File: src/rtl/data_unpacker_pkg.sv
// Shared sizing helpers for the wide-to-narrow unpacker (and its packer counterpart).
package data_unpacker_pkg;

    // Ceiling log2; c_log_2(1) == 0.
    function automatic int c_log_2(input int value);
        int result;
        result = 0;
        while ((1 << result) < value) result++;
        return result;
    endfunction

    function automatic int num_slice(input int in_width, input int out_width);
        return in_width / out_width;
    endfunction

    // Counter width wide enough to hold NUM_SLICE itself, not just NUM_SLICE-1.
    function automatic int cnt_width(input int in_width, input int out_width);
        return c_log_2(num_slice(in_width, out_width)) + 1;
    endfunction

    // Requested slice count: 0 and anything above the maximum both mean "all slices".
    function automatic int clamp_num(input int requested, input int max_slices);
        return (requested == 0 || requested > max_slices) ? max_slices : requested;
    endfunction

endpackage

File: src/rtl/data_unpacker.sv
// Width down-converter: takes one IN_WIDTH word, emits OUT_WIDTH slices LSB first.
module data_unpacker
    import data_unpacker_pkg::*;
#(
    parameter int IN_WIDTH  = 128,
    parameter int OUT_WIDTH = 64,
    parameter int OP_WIDTH  = 16,
    localparam int NUM_SLICE = num_slice(IN_WIDTH, OUT_WIDTH),
    localparam int CNT_W     = cnt_width(IN_WIDTH, OUT_WIDTH)
) (
    input  logic                 clk,
    input  logic                 reset,
    input  logic                 s_write_req,
    output logic                 s_write_ready,
    input  logic [IN_WIDTH-1:0]  s_write_data,
    input  logic [CNT_W-1:0]     s_write_num,
    output logic                 m_write_req,
    input  logic                 m_write_ready,
    output logic [OUT_WIDTH-1:0] m_write_data,
    output logic                 m_write_last
);

    // Widths must tile evenly into operands and slices; a bad combination leaves
    // this marker block in the elaborated hierarchy.
    if ((IN_WIDTH % OUT_WIDTH) != 0 || (IN_WIDTH % OP_WIDTH) != 0 ||
        (OUT_WIDTH % OP_WIDTH) != 0) begin : g_bad_width_params
    end

    if (NUM_SLICE == 1) begin : g_passthru
        // Equal widths: nothing to split, so wire straight through.
        assign m_write_req   = s_write_req;
        assign s_write_ready = m_write_ready & ~reset;
        assign m_write_data  = s_write_data;
        assign m_write_last  = 1'b1;
    end else begin : g_unpack
        logic [IN_WIDTH-1:0] data;
        logic                valid;
        logic [CNT_W-1:0]    cnt;
        logic [CNT_W-1:0]    num;
        logic                last;
        logic                s_fire;
        logic                m_fire;
        logic [CNT_W-1:0]    num_in;

        assign last   = valid & (cnt == num - CNT_W'(1));
        assign s_fire = s_write_req & s_write_ready;
        assign m_fire = valid & m_write_ready;
        assign num_in = CNT_W'(clamp_num(int'(s_write_num), NUM_SLICE));

        assign m_write_req   = valid;
        assign m_write_data  = data[OUT_WIDTH-1:0];
        assign m_write_last  = last;
        // Refill on the same cycle the final slice drains to avoid a bubble.
        assign s_write_ready = ~reset & (~valid | (last & m_write_ready));

        // Holding register: load on accept, shift down per non-final slice, hold otherwise.
        always_ff @(posedge clk or posedge reset) begin
            if (reset) begin
                data  <= '0;
                valid <= 1'b0;
                cnt   <= '0;
                num   <= '0;
            end else if (s_fire) begin
                data  <= s_write_data;
                cnt   <= '0;
                num   <= num_in;
                valid <= 1'b1;
            end else if (m_fire && last) begin
                valid <= 1'b0;
                cnt   <= '0;
            end else if (m_fire) begin
                data <= data >> OUT_WIDTH;
                cnt  <= cnt + CNT_W'(1);
            end
        end
    end

endmodule

File: config.mk
export PLATFORM = sky130hd
export DESIGN_NAME = data_unpacker
export DESIGN_NICKNAME = d
export VERILOG_FILES = /design/src/rtl/data_unpacker_pkg.sv /design/src/rtl/data_unpacker.sv
export SDC_FILE = /design/constraint.sdc
export NUM_CORES = 1
export LEC_CHECK = 0
export ABC_AREA = 1
export CAP_MARGIN = 20
export CORE_ASPECT_RATIO = 0.6
export CORE_MARGIN = 2
export CORE_UTILIZATION = 53
export DETAILED_ROUTE_END_ITERATION = 7
export PLACE_DENSITY = 0.87
export SLEW_MARGIN = 20
export SYNTH_ARGS = -nofsm -noshare
export SYNTH_HDL_FRONTEND = slang
export SYNTH_SLANG_ARGS = --single-unit
File: constraint.sdc
create_clock -name clk -period 14.1 [get_ports clk]
set_clock_uncertainty 0.05 [all_clocks]
set_input_delay 2.82 -clock clk [delete_from_list [all_inputs] [get_ports clk]]
set_output_delay 2.82 -clock clk [all_outputs]
set_load 0.01 [all_outputs]
==> results of run 1 <==
metrics by stage:
step	std cells	utilization	hold slack, ns	power, mW
6_report	1227	0.6896	0.4477	1.938
5_1_grt	1226	0.6894	0.4684	2.074
4_1_cts	1226	0.6891	0.4495	1.943
3_5_place_dp	1194	0.6443	0.4371	1.487
3_3_place_gp	1194	0.6443	0.4312	1.457
2_1_floorplan	958	-	0.4195	1.261
synth_stat cells:
master | count | area [um^2]
sky130_fd_sc_hd__nand3_2 | 1 | 10.01
sky130_fd_sc_hd__a21oi_1 | 2 | 10.01
sky130_fd_sc_hd__buf_2 | 38 | 190.2
sky130_fd_sc_hd__dfrtp_1 | 133 | 3328
sky130_fd_sc_hd__inv_1 | 74 | 277.8
sky130_fd_sc_hd__o22ai_1 | 1 | 6.260
sky130_fd_sc_hd__nand3_1 | 259 | 1296
sky130_fd_sc_hd__xnor2_1 | 1 | 8.760
sky130_fd_sc_hd__nand2_1 | 268 | 1006
sky130_fd_sc_hd__o21ai_0 | 1 | 5.000
sky130_fd_sc_hd__o21ai_1 | 1 | 5.000
sky130_fd_sc_hd__buf_4 | 69 | 518.0
sky130_fd_sc_hd__nor2_1 | 3 | 11.26
sky130_fd_sc_hd__inv_2 | 1 | 3.750
sky130_fd_sc_hd__clkbuf_1 | 34 | 127.6
sky130_fd_sc_hd__buf_1 | 7 | 26.28
sky130_fd_sc_hd__nand4_1 | 65 | 406.6
registers in the layout (all words and copies together), names as in the netlist:
register and flops:
g_unpack.num 2, g_unpack.cnt 2, m_write_req 1, g_unpack.data 128
critical path, cell delays in order:
cell and delay (ns):
sky130_fd_sc_hd__clkdlybuf4s50_1 0.47, sky130_fd_sc_hd__nand4_1 0.20, sky130_fd_sc_hd__a21oi_4 0.18, sky130_fd_sc_hd__clkdlybuf4s50_1 0.55
final timing paths:
check,end,slack (ns),cells after the start
max in group asynchronous,g_unpack.data[58]$_DFFE_PP0P_,9.98,3
min in group asynchronous,g_unpack.data[8]$_DFFE_PP0P_,2.79,2
max reg2reg,g_unpack.cnt[0]$_DFFE_PP0P_,10.95,9
max,s_write_ready,7.00,4
min,g_unpack.data[97]$_DFFE_PP0P_,0.45,2
min reg2reg,g_unpack.data[97]$_DFFE_PP0P_,0.45,2
kinds of logic after synthesis:
logic type | count (synthesis) | synth area share
AO/OA/AOI/OAI | 5 | 0.003630
XOR/XNOR | 1 | 0.001210
buffers and inverters | 223 | 0.1580
flip-flops | 133 | 0.4599
AND/OR/NAND/NOR | 596 | 0.3772
layout make-up:
cell class	count	area, um^2
fill	1093	4192
sequential	133	3328
multi-input combinational	602	2799
timing repair buffer	209	2071
clock buffer	18	429.2
inverter	75	286.5
tap	175	219.0
clock inverter	14	175.2
antenna	1	2.502
metal layers:
| layer | vias to the layer above | part of all wire |
|---|---|---|
| li1 | 3243 | - |
| met1 | 3203 | 0.45 |
| met2 | 322 | 0.44 |
| met3 | 29 | 0.090 |
| met4 | 0 | 0.015 |
| met5 | - | 0 |
power groups by stage:
stage,Sequential (mW),Clock (mW),Combinational [mW]
after floorplan,0.645,0,0.616
after global placement,0.669,0,0.788
after detailed placement,0.676,0,0.811
after CTS,0.672,0.455,0.816
after global routing,0.695,0.474,0.904
final,0.673,0.451,0.813
==> impl_metrics.py, run 1 <==
metrics = {
    "status": {
        "status": "finished, final reports clean",
    },
    "global_route": {
        "first_global_vias": 6395,
        "grt_start_max_net_pins": 124,
        "grt_util_met2": 0.4144,
        "grt.met3_usage": 0.06654,
        "grt_usage": 0.2745,
        "first_pass_grt_wire_length_mm": 31.98,
        "globalRoute.busiestLayer": "met2",
        "grt_antenna_before_repair": 1,
        "globalRouteOverflowTotal": 0,
        "gr-usage-met1": 0.3963,
    },
    "route": {
        "vias_per_cell": 5.540,
        "wirelength_mm": 19.56,
        "number_of_design_rule_violations_left_after_detail_routing": 0,
        "routedWlPerCell_um": 15.94,
        "final_antenna_net_count": 0,
        "vias": 6797,
        "detailedRoute.firstIterationViolations": 645,
        "first_pass_iters": 5,
    },
    "final_layout": {
        "most-common-layout-cells": "sky130_fd_sc_hd__nand2_1, sky130_fd_sc_hd__nand3_1, sky130_fd_sc_hd__clkdlybuf4s50_1, sky130_fd_sc_hd__dfrtp_1, sky130_fd_sc_hd__inv_1",
        "post_route_cells_drive_above_1_share": 0.04662,
        "areaGrowthSynthToFinish_pct": 28.65,
        "layout.cell_area.non_filler_um2": 9310,
        "finalNetCount": 1172,
        "final_common_cell": "sky130_fd_sc_hd__nand2_1",
    },
    "power": {
        "power-per-cell-area_nw_per_um2": 208.1,
        "p_int_mw": 1.188,
        "power.combinational.fraction": 0.419,
        "p_sw_uw": 749.4,
        "seq_power_share": 0.348,
        "leakagePower_nw": 4.834,
        "pwr-share-clk": 0.233,
        "peak_supply_drop_v": 0.0001983,
        "netSwitchingFraction": 0.3868,
    },
    "timing": {
        "worstMarginPinSlew_ns": 0.9006,
        "fin_setup_tns_ns": 0,
        "rsz0062_at_grt": "no",
        "finalCriticalPeriod_ns": 7.100,
        "finalSetupViolations": 0,
        "report.final.hold_viol_count": 0,
        "timing.final.crit_share": 0.5036,
        "postLayoutSetupSlackWorst_ns": 7.000,
        "slew_margin_rel": 0.3996,
        "fmax_mhz": 140.8,
        "timing.final.max_slew_violations": 0,
    },
    "placement": {
        "placement.cell_area_um2": 8700,
        "gp_routability_congestion": 0.8182,
        "post_place_setup_slack_ns": 7.005,
        "numPortBuffers": 200,
        "detailed_place_hpwl_mm": 12.02,
    },
    "critical_path": {
        "worstSetupStartpointType": "input pin",
        "worst-path-max-fanout": 2,
        "setup.worst_path.start": "m_write_ready",
        "worst-endpoint-arrival_ns": 4.23,
        "critPathKind": "in2out",
        "worst_ep_required_time_ns": 11.23,
        "launch_point_of_the_worst_reg_to_reg_path": "m_write_req$_DFFE_PP0P_",
        "worstSetupEndpointType": "primary output",
    },
    "die": {
        "die_h_um": 94.52,
        "core_um2": 13500,
        "design.die.area_um2": 14640,
        "ioPinCount": 201,
        "floorplan.rows": 33,
        "effective_utilization_at_floorplan": 0.5360,
        "x_dimension_of_the_die_um": 154.9,
    },
    "cts": {
        "clockRootBuffer": "sky130_fd_sc_hd__clkbuf_16",
        "clock_latency_on_the_worst_skew_pair_ns": 0.41,
        "postCtsHoldBufs": 0,
        "post-cts-setup-buffer-count": 0,
        "post_cts.resized_instances": 0,
        "maximum_root_to_sink_buffer_count": 2,
        "cts_tree": "done",
        "h-tree-depth": 4,
        "cts-buffers-inserted": 17,
        "cts.sink_count": 133,
        "clk_transition_reported_paths_ns": 0.06,
    },
    "logic_synthesis": {
        "post_syn_area_per_cell_um2": 7.554,
        "post_synth_num_cell_types": 17,
        "synth_fp_nets": 1092,
        "post_synth_inst_count": 958,
        "post_synth_instance_area_um2": 7237,
        "postSynthRegisterBits": 133,
        "ys.warnings.count": 0,
        "synth-seq-area-share": 0.4599,
    },
    "worst_hold_path": {
        "holdCritPathClass": "reg2reg",
        "worst_hold_startpoint": "g_unpack.data[97]$_DFFE_PP0P_",
    },
    "flow_run": {
        "drv.max_cap_violation_count": 0,
    },
}
Note: power is estimated with default switching activity, not from simulation.
==> run 2: changes to the inputs <==
--- a/config.mk
+++ b/config.mk
@@ -9,9 +9,9 @@
 export CAP_MARGIN = 20
 export CORE_ASPECT_RATIO = 0.6
 export CORE_MARGIN = 2
-export CORE_UTILIZATION = 53
+export CORE_UTILIZATION = 44
 export DETAILED_ROUTE_END_ITERATION = 7
-export PLACE_DENSITY = 0.87
+export PLACE_DENSITY = 0.77
 export SLEW_MARGIN = 20
 export SYNTH_ARGS = -nofsm -noshare
 export SYNTH_HDL_FRONTEND = slang
==> constraint.sdc (replaced) <==
create_clock -name clk -period 6.21 [get_ports clk]
set_clock_uncertainty 0.05 [all_clocks]
set_input_delay 1.242 -clock clk [delete_from_list [all_inputs] [get_ports clk]]
set_output_delay 1.242 -clock clk [all_outputs]
set_load 0.01 [all_outputs]
==> impl_metrics.py, run 2 (same netlist as run 1, synthesis figures left out) <==
metrics = {
    "status": {
        "status": "finished, final reports clean",
    },
    "critical_path": {
        "worst_ep_required_time_ns": 4.92,
        "critPathKind": "reg2out",
        "launch_point_of_the_worst_reg_to_reg_path": "m_write_req$_DFFE_PP0P_",
        "worstSetupEndpointType": "primary output",
        "worst-endpoint-arrival_ns": 2.68,
        "worst-path-max-fanout": 66,
        "worstSetupStartpointType": "flip-flop",
        "setup.worst_path.start": "m_write_req$_DFFE_PP0P_",
    },
    "die": {
        "effective_utilization_at_floorplan": 0.4475,
        "x_dimension_of_the_die_um": 169.6,
        "core_um2": 16170,
        "die_h_um": 103.3,
        "floorplan.rows": 36,
        "ioPinCount": 201,
        "design.die.area_um2": 17520,
    },
    "route": {
        "detailedRoute.firstIterationViolations": 609,
        "routedWlPerCell_um": 15.58,
        "first_pass_iters": 5,
        "vias": 6675,
        "final_antenna_net_count": 0,
        "wirelength_mm": 19.62,
        "vias_per_cell": 5.302,
        "number_of_design_rule_violations_left_after_detail_routing": 0,
    },
    "placement": {
        "place_inst": 1227,
        "placement.cell_area_um2": 8757,
        "numPortBuffers": 200,
        "post_place_setup_slack_ns": 2.152,
        "gp_routability_congestion": 0.7997,
        "detailed_place_hpwl_mm": 11.90,
    },
    "cts": {
        "h-tree-depth": 4,
        "maximum_root_to_sink_buffer_count": 2,
        "postCtsHoldBufs": 0,
        "clk_transition_reported_paths_ns": 0.06,
        "cts-buffers-inserted": 17,
        "cts.sink_count": 133,
        "post-cts-setup-buffer-count": 0,
        "clockRootBuffer": "sky130_fd_sc_hd__clkbuf_16",
        "cts_tree": "done",
        "post_cts.resized_instances": 0,
        "clock_latency_on_the_worst_skew_pair_ns": 0.40,
    },
    "global_route": {
        "first_pass_grt_wire_length_mm": 31.66,
        "grt_antenna_before_repair": 0,
        "globalRouteOverflowTotal": 0,
        "grt_usage": 0.2268,
        "grt_start_max_net_pins": 118,
        "first_global_vias": 6224,
    },
    "final_layout": {
        "post_route_cells_drive_above_1_share": 0.04667,
        "most-common-layout-cells": "sky130_fd_sc_hd__nand2_1, sky130_fd_sc_hd__nand3_1, sky130_fd_sc_hd__clkdlybuf4s50_1, sky130_fd_sc_hd__dfrtp_1, sky130_fd_sc_hd__inv_1",
        "final_common_cell": "sky130_fd_sc_hd__nand2_1",
        "finalNetCount": 1171,
        "antenna_cells": 0,
        "largest_register": "g_unpack.data",
        "flip_flop_count_of_the_largest_register_after_layout": 128,
        "layout.cell_area.non_filler_um2": 9331,
        "reg_top3": "g_unpack.data (128), g_unpack.cnt (2), g_unpack.num (2)",
        "finish.cell_count_without_fillers": 1259,
        "post-route-util": 0.5771,
        "areaGrowthSynthToFinish_pct": 28.94,
    },
    "power": {
        "leakagePower_nw": 4.818,
        "power-per-cell-area_nw_per_um2": 465.3,
        "peak_supply_drop_v": 0.0003077,
        "finalPower_mw": 4.342,
    },
    "flow_run": {
        "drv.max_cap_violation_count": 0,
    },
    "timing": {
        "slew_margin_rel": 0.4099,
        "timing.final.crit_share": 0.6396,
        "finalCriticalPeriod_ns": 3.972,
        "fmax_mhz": 251.8,
        "rsz0062_at_grt": "no",
        "report.final.hold_viol_count": 0,
        "postLayoutSetupSlackWorst_ns": 2.238,
        "worstMarginPinSlew_ns": 0.8852,
        "fin_setup_tns_ns": 0,
        "finalSetupViolations": 0,
        "final.hold.worst_slack_ns": 0.4493,
        "timing.final.max_slew_violations": 0,
    },
    "worst_hold_path": {
        "worst_hold_startpoint": "g_unpack.data[116]$_DFFE_PP0P_",
        "holdCritPathClass": "reg2reg",
    },
}
[run 2: path summary, 6_finish.rpt]
path                       cells after the start  slack [ns]                              to
hold / removal                                 2        0.45  g_unpack.data[116]$_DFFE_PP0P_
setup reg to reg                               7        2.67   g_unpack.data[54]$_DFFE_PP0P_
hold reg to reg                                2        0.45  g_unpack.data[116]$_DFFE_PP0P_
max in group asynchronous                      3        3.62  g_unpack.data[127]$_DFFE_PP0P_
setup / recovery                               5        2.24                    m_write_last
min in group asynchronous                      2        1.34    g_unpack.data[2]$_DFFE_PP0P_
[run 2: worst max-delay path, stage by stage (launching register included)]
cell	delay, ns
sky130_fd_sc_hd__dfrtp_1	0.47
sky130_fd_sc_hd__inv_1	0.07
sky130_fd_sc_hd__a21oi_1	0.27
sky130_fd_sc_hd__nand3_4	0.69
sky130_fd_sc_hd__inv_1	0.21
sky130_fd_sc_hd__clkdlybuf4s50_1	0.57
[run 2: metal layers]
layer / vias to the layer above / routed length [um] / GRT usage / share of wire
met5: - / 0 / 0 / 0
met4: 0 / 85 / 0.05786 / 0.0043
met3: 10 / 1495 / 0.04909 / 0.076
met2: 260 / 8673 / 0.3473 / 0.44
met1: 3160 / 9361 / 0.3300 / 0.48
li1: 3245 / - / - / -
[run 2: area by class of cell]
cell class              count  area (um^2)
well taps                 209        261.5
flip-flops and latches    133         3328
inverters                  75        289.0
clock inverters            13        121.4
repair buffers            208         2072
clock buffers              19        452.9
fillers                  1473         6839
multi-input cells         602         2806
[run 2: power breakdown]
group	leakage, nW	total (mW)	switching (mW)	internal, mW
sequential	1.70	1.52	0.242	1.28
clock	0.269	0.974	0.398	0.576
combinational	2.85	1.84	1.06	0.779
total	4.82	4.34	1.70	2.64
